`src/rtl/uart_loopback_ctrl.sv`:
```
// uart_loopback_ctrl: pops RX FIFO words, transforms them by mode, pushes to TX FIFO under tx_full backpressure, latches leds, counts words
module uart_loopback_ctrl #(
  parameter int N_BIT = 8,
  parameter int CNT_W = 16
) (
  input  logic             CLK,
  input  logic             RESET,
  input  logic [1:0]       mode,
  input  logic             rx_empty,
  input  logic [N_BIT-1:0] r_data,
  output logic             rd_uart,
  input  logic             tx_full,
  output logic [N_BIT-1:0] w_data,
  output logic             wr_uart,
  output logic [N_BIT-1:0] leds,
  output logic [CNT_W-1:0] rx_cnt,
  output logic [CNT_W-1:0] tx_cnt,
  output logic             stall
);
  typedef enum logic [1:0] {IDLE, POP, SEND, PUSH} state_t;
  state_t           state;
  logic [N_BIT-1:0] hold;
  logic [N_BIT-1:0] xf;
  logic             mon;
  always_comb xf = mode == 2'b01 ? ~r_data : mode == 2'b10 ? r_data + N_BIT'(1) : r_data;
  always_ff @(posedge CLK)
    if (RESET) begin
      state   <= IDLE;
      hold    <= '0;
      mon     <= 1'b0;
      rd_uart <= 1'b0;
      wr_uart <= 1'b0;
      stall   <= 1'b0;
      w_data  <= '0;
      leds    <= '0;
      rx_cnt  <= '0;
      tx_cnt  <= '0;
    end else
      case (state)
        IDLE:
          if (!rx_empty) begin
            hold    <= xf;
            leds    <= r_data;
            mon     <= mode == 2'b11;
            rd_uart <= 1'b1;
            rx_cnt  <= rx_cnt + CNT_W'(~&rx_cnt);
            state   <= POP;
          end
        POP: begin
          rd_uart <= 1'b0;
          state   <= mon ? IDLE : SEND;
        end
        SEND:
          if (tx_full)
            stall <= 1'b1;
          else begin
            w_data  <= hold;
            wr_uart <= 1'b1;
            stall   <= 1'b0;
            state   <= PUSH;
          end
        PUSH: begin
          wr_uart <= 1'b0;
          tx_cnt  <= tx_cnt + CNT_W'(~&tx_cnt);
          state   <= IDLE;
        end
      endcase
endmodule

```
`config.mk`:
```
export PLATFORM = sky130hd
export DESIGN_NAME = uart_loopback_ctrl
export DESIGN_NICKNAME = d
export VERILOG_FILES = /design/src/rtl/uart_loopback_ctrl.sv
export SDC_FILE = /design/constraint.sdc
export NUM_CORES = 1
export LEC_CHECK = 0
export BUFFER_PORTS_ARGS = -buffer_cell sky130_fd_sc_hd__buf_2
export CAP_MARGIN = 25
export CORE_MARGIN = 2
export CORE_UTILIZATION = 60
export CTS_BUF_LIST = sky130_fd_sc_hd__clkbuf_8
export DETAILED_ROUTE_END_ITERATION = 8
export PLACE_DENSITY = 0.87
export SYNTH_ARGS = -nofsm -noshare
export SYNTH_HDL_FRONTEND = slang
export SYNTH_SLANG_ARGS = --single-unit
```
`constraint.sdc`:
```
create_clock -name CLK -period 6.5 [get_ports CLK]
set_clock_uncertainty 0.15 [all_clocks]
set_input_delay 0.65 -clock CLK [delete_from_list [all_inputs] [get_ports CLK]]
set_output_delay 0.65 -clock CLK [all_outputs]
set_load 0.02 [all_outputs]
```
==> impl_metrics.env <==
export IMPL_switchingPower_w=0.0002094
export IMPL_critPathMaxStageDelay_ns=0.43
export IMPL_synth_nets=343
export IMPL_pwr_share_comb=0.097
export IMPL_cts_sinks=62
export IMPL_seq_power_share=0.508
export IMPL_core_um2=4444
export IMPL_routedWlPerCell_um=14.48
export IMPL_hpwl_um=4227
export IMPL_detail_route_wirelength_um=6358
export IMPL_required_ns=6.63
export IMPL_vias_per_cell=5.843
export IMPL_fmax_mhz=368.7
export IMPL_overflow=0
export IMPL_place_congestion=0.8091
export IMPL_ant_nets=0
export IMPL_first_global_vias=2336
export IMPL_status="finished clean"
export IMPL_max_slew_margin=0.3842
export IMPL_grt_use_total=0.2612
export IMPL_finalWorstPathRequiredPeriod_ns=2.712
export IMPL_synth_area_um2=2830
export IMPL_setup_violations=0
export IMPL_vias=2565
export IMPL_nets=402
export IMPL_die_h_um=72.68
export IMPL_critPathKind="reg2reg"
export IMPL_drv_slew=0
export IMPL_cp_max_fo=9
export IMPL_finalSetupTns_ns=0
export IMPL_root_buffer="clkbuf_8"
export IMPL_port_buffers=64
export IMPL_syn_inst=323
export IMPL_post_cts_resized=0
export IMPL_rsz0062_at_grt="false"
export IMPL_final_cell_mix="buf_2 (64), dfxtp_1 (62), nor2_1 (34), nand2_1 (29), a21oi_1 (28)"
export IMPL_endpoint_kind="register"
export IMPL_crit_arrival_ns=2.84
export IMPL_power_leakage_nw=1.358
export IMPL_final_common_cell="buf_2"
export IMPL_maxCapViolations=0
export IMPL_first_pass_iters=4
export IMPL_hold_viol=0
export IMPL_drtIter0Drc=163
export IMPL_pin_count=65
export IMPL_timing_final_crit_share=0.4172
export IMPL_die_w_um=72.68
export IMPL_synth_distinct_cells=39
export IMPL_ctsHtreeMaxLevel=3
export IMPL_drive_gt1_frac=0.2274
export IMPL_path_clk_slew_ns=0.07
export IMPL_p_int_w=0.0005868
export IMPL_dp_cells=423
export IMPL_rows=24
export IMPL_cts_path_max_buffers=2
export IMPL_cts_hold_buf=0
export IMPL_start_util=0.6368
export IMPL_grt_pass1_wl_um=10750
export IMPL_cts_tree="built"
export IMPL_grt_max_degree=75
export IMPL_power_density_nw_per_um2=238.9
export IMPL_clockPowerShare=0.395
export IMPL_dieArea_um2=5282
export IMPL_cts_buffers=9
export IMPL_antenna_found_initial=0
export IMPL_swShare=0.2630
export IMPL_clkLatencyLatePin_ns=0.35
export IMPL_worstMarginPinSlew_ns=0.9237
export IMPL_post_cts_setup_buffers=0
export IMPL_antenna_cells=0
export IMPL_area_growth_syn_to_layout_pct=17.77
export IMPL_hp_class="reg2reg"
export IMPL_fin_cells=439
export IMPL_ys_warn_count=0
export IMPL_syn_area_per_cell_um2=8.762
export IMPL_drc=0
export IMPL_vdd_drop_max_v=0.0001685
export IMPL_start_kind="register"
export IMPL_synth_seq_cells=62
export IMPL_path_cells="and4_1, nand3_2, or3_1, ha_1, ha_1, nor4b_4, nand3_2, or4_1, a21oi_1"
export IMPL_yosysSeqAreaShare=0.4385
export IMPL_cpMaxStageDelayCell="nor4b_4"
## synthesized netlist by cell type, drive strengths merged
| master | instances | share of area |
|---|---|---|
| a211o | 4 | 0.012 |
| a211oi | 1 | 0.0027 |
| a21bo | 1 | 0.0035 |
| a21oi | 28 | 0.050 |
| a311oi | 1 | 0.0031 |
| and2 | 2 | 0.0044 |
| and3 | 2 | 0.0044 |
| and4 | 4 | 0.012 |
| buf | 9 | 0.018 |
| clkbuf | 9 | 0.012 |
| dfxtp | 62 | 0.44 |
| ha | 6 | 0.027 |
| inv | 3 | 0.0040 |
| mux2i | 9 | 0.032 |
| nand2 | 29 | 0.038 |
| nand2b | 4 | 0.0088 |
| nand3 | 22 | 0.042 |
| nand3b | 5 | 0.013 |
| nand4 | 14 | 0.033 |
| nor2 | 35 | 0.049 |
| nor2b | 3 | 0.0066 |
| nor3 | 5 | 0.011 |
| nor3b | 2 | 0.0053 |
| nor4 | 6 | 0.013 |
| nor4b | 5 | 0.021 |
| o21ai | 9 | 0.016 |
| o31ai | 5 | 0.013 |
| o41ai | 3 | 0.0093 |
| or3 | 11 | 0.024 |
| or4 | 4 | 0.011 |
| xnor2 | 8 | 0.025 |
| xor2 | 12 | 0.037 |
## flip-flops by register name, indices dropped and copies added (netlist names), 8 cells and up, named ones only
register  cells
w_data        8
tx_cnt       16
rx_cnt       16
leds          8
hold          8
## power by group through the flow
stage	clock, W	sequential, W	combinational [W]
CTS	0.000317	0.000404	0.0000772
global route	0.000334	0.000406	0.0000859
global placement	0	0.000412	0.0000742
finish	0.000315	0.000404	0.0000771
floorplan	0	0.000417	0.0000489
detailed placement	0	0.000413	0.0000763
## kinds of logic (layout without fill, tap and decap cells)
family          Yosys count  in the layout  synth area share
compound gates           52             52            0.1096
xor+xnor                 20             20           0.06189
fa+ha+maj                 6              6           0.02652
buf+inv                  21             85           0.03359
flops                    62             62            0.4385
mux                       9              9           0.03183
simple gates            153            153            0.2980
## layout make-up
type	count	area [um^2]
multi-input combinational	240	1494
clock inverter	4	21.27
tap	52	65.06
clock buffer	12	165.2
inverter	3	11.26
sequential	62	1241
fill	352	1111
timing repair buffer	66	335.3
## stage by stage
| step | area (um^2) | setup slack (ns) | hold slack (ns) | total power, W | utilization |
|---|---|---|---|---|---|
| detailed placement | 3147 | 3.850 | 0.2966 | 0.0004892 | 0.7081 |
| global placement | 3147 | 3.987 | 0.2889 | 0.0004862 | 0.7081 |
| floorplan | 2830 | 3.975 | 0.2768 | 0.0004657 | - |
| finish | 3333 | 3.788 | 0.3032 | 0.0007962 | 0.7500 |
| CTS | 3333 | 3.804 | 0.3059 | 0.0007989 | 0.7500 |
| global route | 3333 | 3.634 | 0.3215 | 0.0008257 | 0.7500 |
## per-layer routing
| metal | GRT usage | vias to the layer above | part of all wire |
|---|---|---|---|
| met5 | 0 | - | 0 |
| met4 | 0.1317 | 0 | 0.027 |
| met3 | 0.07459 | 17 | 0.058 |
| met2 | 0.3939 | 84 | 0.48 |
| met1 | 0.3414 | 1183 | 0.44 |
| li1 | - | 1281 | - |
## critical path: cells and delay by family, from the launching register on
| kind | cells | cell delay (ns) |
|---|---|---|
| adder cells (fa/ha/maj) | 2 | 0.37 |
| flip-flops | 1 | 0.35 |
| AND/OR/NAND/NOR | 6 | 1.63 |
| AO/OA/AOI/OAI | 1 | 0.15 |
## worst paths after layout
path | depth (start not counted) | start | slack [ns] | end
hold reg to reg | 2 | leds[0]$_SDFFE_PP0P_ | 0.30 | leds[0]$_SDFFE_PP0P_
hold / removal | 2 | leds[0]$_SDFFE_PP0P_ | 0.30 | leds[0]$_SDFFE_PP0P_
setup / recovery | 9 | rx_cnt[5]$_SDFFE_PP0P_ | 3.79 | rx_cnt[14]$_SDFFE_PP0P_
setup reg to reg | 9 | rx_cnt[5]$_SDFFE_PP0P_ | 3.79 | rx_cnt[14]$_SDFFE_PP0P_
Note: power is estimated with default switching activity, not from simulation.
